$ cat src/rtl/fifo_pkg.sv
// Shared types and width helpers for the register-based stream FIFO.
// Level is wide enough to hold d itself; pointers are never narrower than one bit.
package fifo_pkg;

    typedef enum logic {
        FIFO_STD  = 1'b0,
        FIFO_FWFT = 1'b1
    } fifo_mode_e;

    function automatic int lvl_w(input int depth);
        return $clog2(depth + 1);
    endfunction

    function automatic int ptr_w(input int depth);
        return ($clog2(depth) < 1) ? 1 : $clog2(depth);
    endfunction

endpackage

$ cat src/rtl/fifo_stream_if.sv
// Write/read handshake, status and error bundle of the stream FIFO.
// The master modport is the producer/consumer side; the FIFO itself uses slave.
interface fifo_stream_if
    import fifo_pkg::*;
#(
    parameter int w = 16,
    parameter int d = 8
);
    localparam int lw = lvl_w(d);

    logic          we;
    logic [w-1:0]  wdata;
    logic          re;
    logic [w-1:0]  rdata;
    logic          rvalid;
    logic          full;
    logic          empty;
    logic          almost_full;
    logic          almost_empty;
    logic [lw-1:0] level;
    logic          clear_err;
    logic          overflow;
    logic          underflow;

    modport master (
        output we, wdata, re, clear_err,
        input  rdata, rvalid, full, empty, almost_full, almost_empty, level, overflow, underflow
    );

    modport slave (
        input  we, wdata, re, clear_err,
        output rdata, rvalid, full, empty, almost_full, almost_empty, level, overflow, underflow
    );

endinterface

$ cat src/rtl/fifo_ptr.sv
// Circular index into a d-entry store; wraps from d-1 back to 0 so any
// depth works, not just powers of two.
module fifo_ptr
    import fifo_pkg::*;
#(
    parameter int d = 8
) (
    input  logic                clock,
    input  logic                reset,
    input  logic                inc,
    output logic [ptr_w(d)-1:0] ptr
);
    localparam int pw = ptr_w(d);
    localparam logic [pw-1:0] last_c = pw'(d - 1);

    // Pointer register with explicit wrap at the last entry
    always_ff @(posedge clock) begin
        if (reset) begin
            ptr <= pw'(1'b0);
        end else if (inc) begin
            if (ptr == last_c) begin
                ptr <= pw'(1'b0);
            end else begin
                ptr <= ptr + pw'(1'b1);
            end
        end else begin
            ptr <= ptr;
        end
    end

endmodule

$ cat src/rtl/fifo_stream.sv
// Register-array FIFO with exact occupancy, programmable almost flags,
// standard or first-word-fall-through read, and sticky overflow/underflow.
module fifo_stream
    import fifo_pkg::*;
#(
    parameter int w        = 16,
    parameter int d        = 8,
    parameter int af_level = 6,
    parameter int ae_level = 2,
    parameter int fwft     = 0
) (
    input logic         clock,
    input logic         reset,
    fifo_stream_if.slave bus
);
    localparam int lw = lvl_w(d);
    localparam int pw = ptr_w(d);

    if (d < 2) begin : g_bad_d
        $error("fifo_stream: d must be >= 2");
    end
    if ((af_level < 1) || (af_level > d)) begin : g_bad_af
        $error("fifo_stream: af_level must be within 1..d");
    end
    if ((ae_level < 0) || (ae_level > d - 1)) begin : g_bad_ae
        $error("fifo_stream: ae_level must be within 0..d-1");
    end
    if ((fwft != 0) && (fwft != 1)) begin : g_bad_mode
        $error("fifo_stream: fwft must be 0 or 1");
    end

    logic [pw-1:0] wptr_s;
    logic [pw-1:0] rptr_s;
    logic [lw-1:0] level_r;
    logic [w-1:0]  mem_r [d];
    logic          full_s;
    logic          empty_s;
    logic          rd_acc_s;
    logic          wr_acc_s;
    logic          overflow_r;
    logic          underflow_r;

    // Status decode and acceptance; a full FIFO takes a write only alongside a read
    always_comb begin
        full_s   = (level_r == lw'(d));
        empty_s  = (level_r == lw'(1'b0));
        rd_acc_s = bus.re && !empty_s;
        wr_acc_s = bus.we && (!full_s || rd_acc_s);
    end

    fifo_ptr #(.d(d)) u_wptr (.clock(clock), .reset(reset), .inc(wr_acc_s), .ptr(wptr_s));
    fifo_ptr #(.d(d)) u_rptr (.clock(clock), .reset(reset), .inc(rd_acc_s), .ptr(rptr_s));

    // Storage write; contents are deliberately left out of reset
    always_ff @(posedge clock) begin
        if (wr_acc_s) begin
            mem_r[wptr_s] <= bus.wdata;
        end
    end

    // Occupancy tracking
    always_ff @(posedge clock) begin
        if (reset) begin
            level_r <= lw'(1'b0);
        end else begin
            case ({wr_acc_s, rd_acc_s})
                2'b10:   level_r <= level_r + lw'(1'b1);
                2'b01:   level_r <= level_r - lw'(1'b1);
                default: level_r <= level_r;
            endcase
        end
    end

    // Sticky error flags; a new refusal beats a simultaneous clear
    always_ff @(posedge clock) begin
        if (reset) begin
            overflow_r  <= 1'b0;
            underflow_r <= 1'b0;
        end else begin
            if (bus.we && !wr_acc_s) begin
                overflow_r <= 1'b1;
            end else if (bus.clear_err) begin
                overflow_r <= 1'b0;
            end else begin
                overflow_r <= overflow_r;
            end
            if (bus.re && !rd_acc_s) begin
                underflow_r <= 1'b1;
            end else if (bus.clear_err) begin
                underflow_r <= 1'b0;
            end else begin
                underflow_r <= underflow_r;
            end
        end
    end

    assign bus.full         = full_s;
    assign bus.empty        = empty_s;
    assign bus.almost_full  = (level_r >= lw'(af_level));
    assign bus.almost_empty = (level_r <= lw'(ae_level));
    assign bus.level        = level_r;
    assign bus.overflow     = overflow_r;
    assign bus.underflow    = underflow_r;

    if (fwft == int'(FIFO_FWFT)) begin : g_fwft
        // Head of queue presented directly; zero while empty
        always_comb begin
            if (empty_s) begin
                bus.rdata  = {w{1'b0}};
                bus.rvalid = 1'b0;
            end else begin
                bus.rdata  = mem_r[rptr_s];
                bus.rvalid = 1'b1;
            end
        end
    end else begin : g_std
        logic [w-1:0] rdata_r;
        logic         rvalid_r;

        // Registered read: data captured at the accepting edge, held otherwise
        always_ff @(posedge clock) begin
            if (reset) begin
                rdata_r  <= {w{1'b0}};
                rvalid_r <= 1'b0;
            end else begin
                rvalid_r <= rd_acc_s;
                if (rd_acc_s) begin
                    rdata_r <= mem_r[rptr_s];
                end else begin
                    rdata_r <= rdata_r;
                end
            end
        end

        assign bus.rdata  = rdata_r;
        assign bus.rvalid = rvalid_r;
    end

endmodule

$ cat src/flat_wrapper.sv
// flat-port wrapper written by rule: the top's interface ports become plain ports
module fifo_stream_flat import fifo_pkg::*;
#(
    parameter int w        = 16,
    parameter int d        = 8,
    parameter int af_level = 6,
    parameter int ae_level = 2,
    parameter int fwft     = 0
)
  (clock, reset, bus_we, bus_wdata, bus_re, bus_clear_err, bus_rdata, bus_rvalid, bus_full, bus_empty, bus_almost_full, bus_almost_empty, bus_level, bus_overflow, bus_underflow);
  fifo_stream_if #(.w(w), .d(d)) bus_i ();
  input logic clock;
  input logic reset;
  input wire logic [$bits(bus_i.we)-1:0] bus_we;
  input wire logic [$bits(bus_i.wdata)-1:0] bus_wdata;
  input wire logic [$bits(bus_i.re)-1:0] bus_re;
  input wire logic [$bits(bus_i.clear_err)-1:0] bus_clear_err;
  output wire logic [$bits(bus_i.rdata)-1:0] bus_rdata;
  output wire logic [$bits(bus_i.rvalid)-1:0] bus_rvalid;
  output wire logic [$bits(bus_i.full)-1:0] bus_full;
  output wire logic [$bits(bus_i.empty)-1:0] bus_empty;
  output wire logic [$bits(bus_i.almost_full)-1:0] bus_almost_full;
  output wire logic [$bits(bus_i.almost_empty)-1:0] bus_almost_empty;
  output wire logic [$bits(bus_i.level)-1:0] bus_level;
  output wire logic [$bits(bus_i.overflow)-1:0] bus_overflow;
  output wire logic [$bits(bus_i.underflow)-1:0] bus_underflow;
  assign bus_i.we = bus_we;
  assign bus_i.wdata = bus_wdata;
  assign bus_i.re = bus_re;
  assign bus_i.clear_err = bus_clear_err;
  assign bus_rdata = bus_i.rdata;
  assign bus_rvalid = bus_i.rvalid;
  assign bus_full = bus_i.full;
  assign bus_empty = bus_i.empty;
  assign bus_almost_full = bus_i.almost_full;
  assign bus_almost_empty = bus_i.almost_empty;
  assign bus_level = bus_i.level;
  assign bus_overflow = bus_i.overflow;
  assign bus_underflow = bus_i.underflow;
  fifo_stream #(.w(w), .d(d), .af_level(af_level), .ae_level(ae_level), .fwft(fwft)) u_core (.clock(clock), .reset(reset), .bus(bus_i));
endmodule
$ cat config.mk
export PLATFORM = sky130hd
export DESIGN_NAME = fifo_stream_flat
export DESIGN_NICKNAME = d
export VERILOG_FILES = /design/src/rtl/fifo_pkg.sv /design/src/rtl/fifo_stream_if.sv /design/src/rtl/fifo_ptr.sv /design/src/rtl/fifo_stream.sv /design/src/flat_wrapper.sv
export SDC_FILE = /design/constraint.sdc
export NUM_CORES = 1
export LEC_CHECK = 0
export ABC_CLOCK_PERIOD_IN_PS = 7750
export CAP_MARGIN = 20
export CELL_PAD_IN_SITES_DETAIL_PLACEMENT = 1
export CELL_PAD_IN_SITES_GLOBAL_PLACEMENT = 1
export CORE_AREA = 4 4 122 124
export CTS_CLUSTER_SIZE = 14
export DETAILED_ROUTE_END_ITERATION = 16
export DIE_AREA = 0 0 126 128
export PLACE_DENSITY = 0.77
export SYNTH_ARGS = -nofsm -noshare
export SYNTH_HDL_FRONTEND = slang
export SYNTH_SLANG_ARGS = --single-unit
$ cat constraint.sdc
create_clock -name clock -period 7.75 [get_ports clock]
set_input_delay 0.775 -clock clock [delete_from_list [all_inputs] [get_ports clock]]
set_output_delay 0.775 -clock clock [all_outputs]
set_load 0.01 [all_outputs]
==> reports/metrics.cfg, run 1 <==
[logic_synthesis]
synth_top_cells_by_area = sky130_fd_sc_hd__edfxtp_1 62%, sky130_fd_sc_hd__mux4_2 12%, sky130_fd_sc_hd__dfxtp_1 9.4%, sky130_fd_sc_hd__mux2i_1 3.1%, sky130_fd_sc_hd__a211oi_1 2.2%
post_synth.cell_area_avg_um2 = 18.1
synth.lib_cells_used.distinct = 38
mappedNetlistArea_um2 = 6160
synth_most_common_cell = sky130_fd_sc_hd__edfxtp_1
postSynth.topFlopCell = sky130_fd_sc_hd__edfxtp_1
netlist.top_cell.by_area = sky130_fd_sc_hd__edfxtp_1
mappedNetlistNets = 368
synthCells = 340
yosysTopAreaCellShare_pct = 62.4
postSynth.asyncResetShare_pct = 0
post_synth_most_frequent_cells = 128 x sky130_fd_sc_hd__edfxtp_1, 32 x sky130_fd_sc_hd__mux4_2, 29 x sky130_fd_sc_hd__dfxtp_1, 27 x sky130_fd_sc_hd__nor2_1, 19 x sky130_fd_sc_hd__mux2i_1
synth.yosys.seq_area_share_pct = 71.9
yosys_register_bits = 157
synthesis.yosys.warnings = 0
number_of_enable_type_register_cells_in_the_synthesized_netlist = 128

[min_path]
timing.hold.worst_path_depth = 2
timing.hold.worst.class = reg -> reg
hold_path.startpoint = u_core.bus.rdata[14]$_SDFFE_PP0P_
hold_end = u_core.bus.rdata[14]$_SDFFE_PP0P_

[critical_path]
worst_r2r_path_depth = 10
startpoint_type = flip-flop
crit_fanout = 8
reg2reg_start = u_core.bus.level[3]$_SDFFE_PP0P_
crit_path_end_kind = output port
critical_path.reg2reg.endpoint = u_core.bus.level[3]$_SDFFE_PP0P_
crit_arrival_ns = 2.20
critPathRequiredTime_ns = 6.97
r2r_setup_slack_ns = 5.26
worstSetupPathType = reg -> out

[placement]
preCtsSetupSlack_ns = 4.41
post-dp-hpwl_um = 7760
dpl.cell_count = 556
gpl.final_weighted_congestion = 0.792
placement.io_buffers = 47

[clock_network]
clock_tree.root_cell = sky130_fd_sc_hd__clkbuf_16
cts.reportedPaths.clkPinSlew_ns = 0.06
cts_buffer_depth = 2
cts_resized = 0
htree_num_levels = 4
clock-sinks = 157
cts_tree = yes
cts.hold.buffers_added = 0
insertion_delay_ns = 0.43
post_cts_setup_bufs = 0
number_of_buffers_created_by_cts = 17

[timing]
hold_violations = 0
slew_headroom_pct = 32.6
rsz_0062_raised_after_global_routing = no
finalWorstSetupSlack_ns = 4.78
fin_hold_ws_ns = 0.498
finalClockSkew_ns = 0.00955
max_slew.worst_pin.slew_ns = 1.01
final.period_utilization_pct = 38.4
fin_crit_ns = 2.97
tns_ns = 0
max_freq_ghz = 0.336
slew_violations = 0
final-setup-viol-count = 0

[global_route]
grt_start_max_net_pins = 36
grt_pass1_wl_um = 21600
globalRouteTotalUtil_pct = 18.1
first_global_vias = 3563
global_route.overflow_total = 0
antenna_violations_before_repair = 0

[floorplan]
fp-row-count = 43
starting_utilization_of_the_core_area_pct = 44.7
core_region_area_um2 = 13800
dieArea_um2 = 16100
die_height_um = 128
i_o_pin_total = 48
die_w_um = 126

[finish]
nNetsFinal = 424
final_layout_size_suffix_gt1_share_pct = 21.5
multiInputGateArea_um2 = 1630
num_antenna_cells = 0
layout-area-overhead-vs-synth_pct = 21.8
sequential_cell_area_um2 = 4430
final-instance-count-excl-fill = 589
num-fill-cells = 1282

[pwr]
power.static_leakage_uw = 0.00240
power.ir.vdd_worst_uv = 188
power.density_cell_area_nw_per_um2 = 338
finalPower_uw = 2530

[detailed_routing]
detail_route.wl_per_cell_um = 23.2
postRouteAntennaNets = 0
drt_drc_violations_left = 0
finalWirelength_um = 13600
number_of_vias_per_cell = 5.53
pre_repair_dr_iteration_count = 4
drt_iter0_markers = 254
route.vias.total = 3256

[outcome]
outcome = finished clean

[flow_run]
drv.max_cap_violation_count = 0

-- metal layers --
metal	global-route usage (%)	share of wire, %	routed length (µm)
met1	22.3	42	5720
met2	31.6	53	7180
met3	4.04	3.5	480
met4	6.44	2.0	272
met5	0	0	0
-- cell families after synthesis --
group                      count (synthesis)  synth area share [%]
DFF                                      157                  71.9
and+or+nand+nor                           63                  5.30
muxes                                     51                  14.8
adders and majority gates                  7                  1.54
xor gates and xnor gates                   3                 0.427
AOI/OAI and AO/OA                         32                  3.82
buffers and inverters                     27                  2.24
-- worst max-delay path, cell delays in order, from the launching register on --
cell and delay [ns]:
sky130_fd_sc_hd__dfxtp_1 0.57, sky130_fd_sc_hd__or4b_4 0.56, sky130_fd_sc_hd__inv_1 0.11, sky130_fd_sc_hd__clkdlybuf4s50_1 0.54
-- stage by stage --
step	utilization (%)	cell area [µm²]
5_1_grt	54.4	7500
4_1_cts	54.3	7480
6_report	54.4	7500
3_3_place_gp	49.7	6850
2_1_floorplan	-	6160
3_5_place_dp	49.7	6850
-- cell usage in the layout, fill, tap and decap left out, types with 2 or more instances in the layout --
cell / netlist / routed
sky130_fd_sc_hd__edfxtp_1: 128 / 128
sky130_fd_sc_hd__clkdlybuf4s50_1: 0 / 47
sky130_fd_sc_hd__mux4_2: 32 / 32
sky130_fd_sc_hd__dfxtp_1: 29 / 28
sky130_fd_sc_hd__nor2_1: 27 / 27
sky130_fd_sc_hd__mux2i_1: 19 / 19
sky130_fd_sc_hd__a211oi_1: 18 / 18
sky130_fd_sc_hd__clkbuf_16: 0 / 17
sky130_fd_sc_hd__buf_4: 4 / 11
sky130_fd_sc_hd__nand2_1: 10 / 10
sky130_fd_sc_hd__a21oi_1: 8 / 8
sky130_fd_sc_hd__ha_1: 6 / 6
sky130_fd_sc_hd__inv_1: 5 / 5
sky130_fd_sc_hd__clkinvlp_4: 0 / 5
sky130_fd_sc_hd__nand2b_1: 4 / 4
sky130_fd_sc_hd__bufinv_16: 0 / 4
sky130_fd_sc_hd__nor3_2: 0 / 3
sky130_fd_sc_hd__xnor2_1: 3 / 3
sky130_fd_sc_hd__nor2b_1: 4 / 3
sky130_fd_sc_hd__nand3b_1: 2 / 2
sky130_fd_sc_hd__nand3_1: 2 / 2
sky130_fd_sc_hd__clkinv_4: 0 / 2
-- worst max path at each step --
stage,cells after the start,from,slack (ns),endpoint
floorplan,3,bus_we,4.68,u_core.mem_r[0][0]$_DFFE_PP_
global placement,10,bus_re,4.51,u_core.bus.level[3]$_SDFFE_PP0P_
detailed placement,10,bus_re,4.41,u_core.bus.level[3]$_SDFFE_PP0P_
CTS,3,u_core.bus.level[3]$_SDFFE_PP0P_,4.78,bus_full
global route,10,bus_re,4.65,u_core.bus.level[3]$_SDFFE_PP0P_
finish,3,u_core.bus.level[3]$_SDFFE_PP0P_,4.78,bus_full
-- flip-flops by register name (all words and copies together) (netlist names) --
signal and flops:
u_core.bus.level 4, u_core.bus.overflow 1, u_core.bus.rdata 16, u_core.bus.rvalid 1, u_core.bus.underflow 1, u_core.mem_r 128
u_core.u_rptr.ptr 3, u_core.u_wptr.ptr 3
-- area by class of cell --
type                       instances  share of cell area, %
multi-input combinational        156                   21.7
sequential                       157                   59.0
tap                              180                   3.00
timing repair buffer              59                   7.58
clock inverter                    14                   2.57
clock buffer                      18                   5.86
inverter                           5                  0.250
-- power by group --
part,total (µW),internal [µW],switching (µW)
combinational,597,304,293
clock,886,547,338
sequential,1050,986,63.2
No activity file was read; power rests on OpenSTA's default activity.
==> run 2: changes to the inputs <==
--- a/config.mk
+++ b/config.mk
@@ -5,7 +5,7 @@
 export SDC_FILE = /design/constraint.sdc
 export NUM_CORES = 1
 export LEC_CHECK = 0
-export ABC_CLOCK_PERIOD_IN_PS = 7750
+export ABC_CLOCK_PERIOD_IN_PS = 2800
 export CAP_MARGIN = 20
 export CELL_PAD_IN_SITES_DETAIL_PLACEMENT = 1
 export CELL_PAD_IN_SITES_GLOBAL_PLACEMENT = 1
==> constraint.sdc (replaced) <==
create_clock -name clock -period 2.8 [get_ports clock]
set_input_delay 0.28 -clock clock [delete_from_list [all_inputs] [get_ports clock]]
set_output_delay 0.28 -clock clock [all_outputs]
set_load 0.01 [all_outputs]
==> run 2 against run 1 <==
Combinational power rose to 2.7 times the previous value; clock power increased by 150%; clock-buffer cell count up 3; utilization fell by 0.25 points; cell area is 0.47% lower; highest routed layer unchanged; power grew to 2.7 times the previous value; global-route usage fell by 0.54 points; largest cell class unchanged; worst hold slack about the same; routed wire length fell by 4.1%; die area unchanged.
==> reports/metrics.cfg, run 2 (synthesis gave the netlist of run 1 again) <==
[clock_network]
htree_num_levels = 4  ; unchanged
cts_resized = 0  ; unchanged
cts.reportedPaths.clkPinSlew_ns = 0.06  ; about the same
number_of_buffers_created_by_cts = 17  ; unchanged
cts.hold.buffers_added = 0  ; unchanged
clock-sinks = 157  ; unchanged
clock_tree.root_cell = sky130_fd_sc_hd__clkbuf_16
post_cts_setup_bufs = 0  ; unchanged
cts_tree = yes
insertion_delay_ns = 0.42  ; about the same
cts_buffer_depth = 2  ; unchanged

[global_route]
first_global_vias = 3575  ; +0.34%
global_route.overflow_total = 0  ; unchanged
grt_start_max_net_pins = 35  ; -2.8%
globalRouteTotalUtil_pct = 17.5  ; -0.54 points
antenna_violations_before_repair = 0  ; unchanged
grt.busiest_layer = met2
grt_use_met1_pct = 20.9  ; -1.3 points
groute.layer.met2.usage_pct = 30.6  ; -1.0 points
grt_pass1_wl_um = 20800  ; -3.7%
use_met3_pct = 4.25  ; +0.21 points

[critical_path]
crit_arrival_ns = 2.14  ; -0.06 ns
startpoint_type = flip-flop
critPathRequiredTime_ns = 2.52  ; -4.45 ns
slowest_delay_ns = 0.55  ; -0.02 ns
worstPathCellList = or4b_4 > inv_1 > clkdlybuf4s50_1
critical_path.n_buffers_inverters = 2  ; unchanged
crit_fanout = 8  ; unchanged
crit_path_end_kind = output port
crit_slowest_cell = sky130_fd_sc_hd__or4b_4
cpLargestDelayFamily = buffers and inverters
worstSetupPathType = reg -> out

[detailed_routing]
finalWirelength_um = 13100  ; -4.1%
postRouteAntennaNets = 0  ; unchanged
number_of_vias_per_cell = 5.49  ; -0.75%
detail_route.wl_per_cell_um = 22.1  ; -4.6%
drt_drc_violations_left = 0  ; unchanged
drt_iter0_markers = 186  ; -27%
route.vias.total = 3248  ; -0.25%
pre_repair_dr_iteration_count = 4  ; unchanged

[timing]
tns_ns = 0  ; unchanged
final-setup-viol-count = 0  ; unchanged
max_freq_ghz = 0.413
hold_violations = 0  ; unchanged
max_slew.worst_pin.slew_ns = 0.660  ; -0.348 ns
finalClockSkew_ns = 0.00658  ; -0.00297 ns
final.period_utilization_pct = 86.5
slew_violations = 0  ; unchanged
slew_headroom_pct = 56.0  ; +23 points
fin_crit_ns = 2.42
rsz_0062_raised_after_global_routing = no

[floorplan]
fp-row-count = 43  ; unchanged
die_height_um = 128  ; unchanged
dieArea_um2 = 16100  ; unchanged
core_region_area_um2 = 13800  ; unchanged
starting_utilization_of_the_core_area_pct = 44.7  ; unchanged
i_o_pin_total = 48  ; unchanged
die_w_um = 126  ; unchanged

[outcome]
outcome = finished clean

[pwr]
power.density_cell_area_nw_per_um2 = 907  ; +170%
power.ir.vdd_worst_uv = 459  ; +140%
power.static_leakage_uw = 0.00241  ; +0.16%
finalPower_uw = 6770  ; +170%

[finish]
final_layout_size_suffix_gt1_share_pct = 21.6  ; +0.086 points
layout-area-overhead-vs-synth_pct = 21.2
registers.top_by_ff_count = u_core.mem_r
num-fill-cells = 1279  ; -0.23%
layout.cells.most_common = sky130_fd_sc_hd__edfxtp_1
most-common-layout-cells = 128 x sky130_fd_sc_hd__edfxtp_1, 47 x sky130_fd_sc_hd__clkdlybuf4s50_1, 32 x sky130_fd_sc_hd__mux4_2
largest_reg_flops = 128  ; unchanged
num_antenna_cells = 0  ; unchanged
final_design_area_no_fill_um2 = 7460  ; -0.47%
nNetsFinal = 427  ; +0.71%

[placement]
post-dp-hpwl_um = 8150  ; +5.0%
total_cell_area_at_the_placement_stage_um2 = 6900  ; +0.66%
gpl.final_weighted_congestion = 0.730  ; -7.8%
placement.io_buffers = 47  ; unchanged

[flow_run]
drv.max_cap_violation_count = 0  ; unchanged

[min_path]
timing.hold.worst.class = reg -> reg

## run 2: changes by cell type in the layout (fill, tap and decap cells not counted)
cell                         delta
sky130_fd_sc_hd__clkinvlp_4     -2
sky130_fd_sc_hd__nor3_2         +1
sky130_fd_sc_hd__clkbuf_1       +3
sky130_fd_sc_hd__clkinv_1       -1
sky130_fd_sc_hd__bufinv_16      -2
sky130_fd_sc_hd__clkinv_2       +4
sky130_fd_sc_hd__buf_8          -1
sky130_fd_sc_hd__buf_4          +3
sky130_fd_sc_hd__nor4_4         +1
sky130_fd_sc_hd__nor4_2         -1
sky130_fd_sc_hd__buf_12         +1
sky130_fd_sc_hd__clkinv_4       -2
sky130_fd_sc_hd__nor3_4         -1
## run 2: final cells by class
type / instances / area (µm²) / share of cell area (%)
flip-flops and latches: 157 / 4430 / 59.3
multi-input cells: 156 / 1630 / 21.9
repair buffers: 62 / 596 / 7.98
clock buffers: 21 / 450 / 6.04
well taps: 180 / 225 / 3.02
clock inverters: 11 / 116 / 1.56
inverters: 5 / 18.8 / 0.251
## run 2: power breakdown
group,switching [µW],internal [µW]
Clock,881,1330
Combinational,753,863
Sequential,217,2730
## run 2: worst min-delay path: stages (launching register included)
cell                       delay, ns
sky130_fd_sc_hd__dfxtp_1        0.31
sky130_fd_sc_hd__nor2_1         0.10
sky130_fd_sc_hd__a211oi_1       0.05
## run 2: path summary, 6_finish.rpt
check	startpoint	endpoint	slack [ns]	cells past startpoint
worst min-delay path	u_core.bus.rdata[15]$_SDFFE_PP0P_	u_core.bus.rdata[15]$_SDFFE_PP0P_	0.50	2
worst max-delay path	u_core.bus.level[3]$_SDFFE_PP0P_	bus_full	0.38	3
worst min register to register	u_core.bus.rdata[15]$_SDFFE_PP0P_	u_core.bus.rdata[15]$_SDFFE_PP0P_	0.50	2
worst max register to register	u_core.bus.level[0]$_SDFFE_PP0P_	u_core.bus.level[3]$_SDFFE_PP0P_	0.50	9
## run 2: through the flow
stage | std cells | util (%) | setup WS, ns | hold slack, ns
after floorplan | 340 | - | 0.367 | 0.379
after global placement | 560 | 50.1 | 0.581 | 0.491
after detailed placement | 560 | 50.1 | 0.385 | 0.494
after CTS | 592 | 54.2 | 0.342 | 0.502
after global routing | 592 | 54.2 | 0.290 | 0.511
final | 592 | 54.2 | 0.377 | 0.498
## run 2: routing by layer
metal	share of wire, %	up-vias
met5	0	-
met3	3.5	23
met1	42	1693
li1	-	1470
met4	2.1	0
met2	53	62
==> run 3: changes to the inputs <==
--- a/config.mk
+++ b/config.mk
@@ -9,11 +9,11 @@
 export CAP_MARGIN = 20
 export CELL_PAD_IN_SITES_DETAIL_PLACEMENT = 1
 export CELL_PAD_IN_SITES_GLOBAL_PLACEMENT = 1
-export CORE_AREA = 4 4 122 124
+export CORE_AREA = 4 4 110 154
 export CTS_CLUSTER_SIZE = 14
 export DETAILED_ROUTE_END_ITERATION = 16
-export DIE_AREA = 0 0 126 128
-export PLACE_DENSITY = 0.77
+export DIE_AREA = 0 0 114 158
+export PLACE_DENSITY = 0.7
 export SYNTH_ARGS = -nofsm -noshare
 export SYNTH_HDL_FRONTEND = slang
 export SYNTH_SLANG_ARGS = --single-unit
==> run 3 against run 2 <==
Setup slack worse by 0.0052 ns; utilization shrank 5.7 points; clock skew rose by 0.0026 ns; clock power decreased by 3%; worst hold slack gained 0.0030 ns; via count shrank 0.28%; final cell count rose by 3.9%; routed wire length decreased by 1.2%; sequential cell count did not move; non-clock buffer count increased by 7; sequential power about the same.
==> reports/metrics.cfg, run 3 (synthesis gave the netlist of run 1 again) <==
[detailed_routing]
drt_drc_violations_left = 0  ; unchanged
detail_route.wl_per_cell_um = 21.0  ; -4.9%
pre_repair_dr_iteration_count = 4  ; unchanged
number_of_vias_per_cell = 5.27  ; -4.0%
finalWirelength_um = 12900  ; -1.2%
postRouteAntennaNets = 0  ; unchanged
drt_iter0_markers = 176  ; -5.4%
route.vias.total = 3239  ; -0.28%

[timing]
slew_violations = 0  ; unchanged
final-setup-viol-count = 0  ; unchanged
final.period_utilization_pct = 86.7  ; +0.19 points
rsz_0062_raised_after_global_routing = no
max_slew.worst_pin.slew_ns = 0.833  ; +0.173 ns
slew_headroom_pct = 44.4  ; -12 points
finalClockSkew_ns = 0.00914  ; +0.00255 ns
fin_crit_ns = 2.43  ; +0.00521 ns
tns_ns = 0  ; unchanged
max_freq_ghz = 0.412  ; -0.21%
hold_violations = 0  ; unchanged

[clock_network]
cts.reportedPaths.clkPinSlew_ns = 0.07  ; about the same
htree_num_levels = 4  ; unchanged
insertion_delay_ns = 0.42  ; about the same
cts.hold.buffers_added = 0  ; unchanged
clock_tree.root_cell = sky130_fd_sc_hd__clkbuf_16
cts_tree = yes
cts_buffer_depth = 2  ; unchanged
post_cts_setup_bufs = 0  ; unchanged
cts_resized = 0  ; unchanged
clock-sinks = 157  ; unchanged
number_of_buffers_created_by_cts = 17  ; unchanged

[outcome]
outcome = finished clean

[pwr]
power.density_cell_area_nw_per_um2 = 891  ; -1.8%
cell_internal_pwr_uw = 4800  ; -2.4%
total_switching_power_uw = 1900  ; +2.9%
power_frac_clock_pct = 31.9  ; -0.7 points
switching_share_pct = 28.4  ; +1.1 points
seq_power_share_pct = 43.7  ; +0.2 points
finalPower_uw = 6710  ; -0.92%
power.static_leakage_uw = 0.00244  ; +1.4%
power.ir.vdd_worst_uv = 425  ; -7.3%
power.share.combinational_pct = 24.3  ; +0.4 points

[global_route]
global_route.overflow_total = 0  ; unchanged
globalRouteTotalUtil_pct = 15.5  ; -2.0 points
grt_pass1_wl_um = 20500  ; -1.6%
antenna_violations_before_repair = 0  ; unchanged
first_global_vias = 3608  ; +0.92%
grt_start_max_net_pins = 35  ; unchanged

[floorplan]
dieArea_um2 = 18000  ; +12%
fp-row-count = 54  ; +26%
i_o_pin_total = 48  ; unchanged
core_region_area_um2 = 15500  ; +13%
starting_utilization_of_the_core_area_pct = 39.6  ; -5.1 points
die_height_um = 158  ; +23%
die_w_um = 114  ; -9.5%

[critical_path]
worstSetupPathType = reg -> out
reg2reg_start = u_core.bus.level[3]$_SDFFE_PP0P_
startpoint_type = flip-flop
crit_fanout = 8  ; unchanged
crit_arrival_ns = 2.15  ; about the same
r2r_setup_slack_ns = 0.66  ; +0.16 ns
worst_setup_path_startpoint = u_core.bus.level[3]$_SDFFE_PP0P_
critPathRequiredTime_ns = 2.52  ; about the same
crit_path_end_kind = output port

[flow_run]
drv.max_cap_violation_count = 0  ; unchanged

[finish]
registers.top_by_ff_count = u_core.mem_r
layout-area-overhead-vs-synth_pct = 22.3
most-common-layout-cells = 128 x sky130_fd_sc_hd__edfxtp_1, 47 x sky130_fd_sc_hd__clkdlybuf4s50_1, 32 x sky130_fd_sc_hd__mux4_2
nNetsFinal = 434  ; +1.6%
largest_reg_flops = 128  ; unchanged
final_layout_size_suffix_gt1_share_pct = 23.6  ; +2.0 points
num_antenna_cells = 0  ; unchanged
layout.cells.most_common = sky130_fd_sc_hd__edfxtp_1

[min_path]
timing.hold.worst.class = reg -> reg
hold_path.startpoint = u_core.bus.rdata[14]$_SDFFE_PP0P_

[placement]
post-dp-hpwl_um = 8380  ; +2.8%
placement.io_buffers = 47  ; unchanged
gpl.final_weighted_congestion = 0.735  ; +0.64%

[run 3: cell type report]
type | count | area, µm²
clock buffers | 19 | 453
clock inverters | 13 | 105
fillers | 1502 | 8010
inverters | 5 | 18.8
multi-input cells | 156 | 1630
flip-flops and latches | 157 | 4430
well taps | 196 | 245
repair buffers | 69 | 648
[run 3: layer usage]
layer,vias up,routed length [µm],global-route usage [%]
met4,0,153,4.92
met5,-,0,0
met2,56,6960,27.6
met1,1696,5410,18.3
li1,1475,-,-
met3,12,418,4.09
[run 3: stage by stage]
step / hold WS (ns) / util [%] / setup slack [ns] / area (µm²) / std cells
floorplan: 0.379 / - / 0.367 / 6160 / 340
global placement: 0.489 / 44.8 / 0.525 / 6970 / 583
detailed placement: 0.498 / 44.8 / 0.470 / 6970 / 583
CTS: 0.507 / 48.4 / 0.348 / 7530 / 615
global route: 0.523 / 48.4 / 0.306 / 7530 / 615
finish: 0.501 / 48.4 / 0.372 / 7530 / 615
[run 3: power by group through the flow]
stage	combinational, µW	clock [µW]	sequential [µW]
floorplan	1070	0	2930
global placement	1620	0	2970
detailed placement	1670	0	2990
CTS	1680	2180	2940
global route	1790	2320	2970
finish	1630	2140	2930
[run 3: worst max-delay path: stages (launching register included)]
cell                              delay (ns)
sky130_fd_sc_hd__dfxtp_1                0.53
sky130_fd_sc_hd__or4b_4                 0.55
sky130_fd_sc_hd__inv_1                  0.11
sky130_fd_sc_hd__clkdlybuf4s50_1        0.54
[run 3: path summary, 6_finish.rpt]
check | end | depth (start not counted)
setup reg to reg | u_core.bus.level[3]$_SDFFE_PP0P_ | 9
hold reg to reg | u_core.bus.rdata[14]$_SDFFE_PP0P_ | 2
setup / recovery | bus_full | 3
hold / removal | u_core.bus.rdata[14]$_SDFFE_PP0P_ | 2
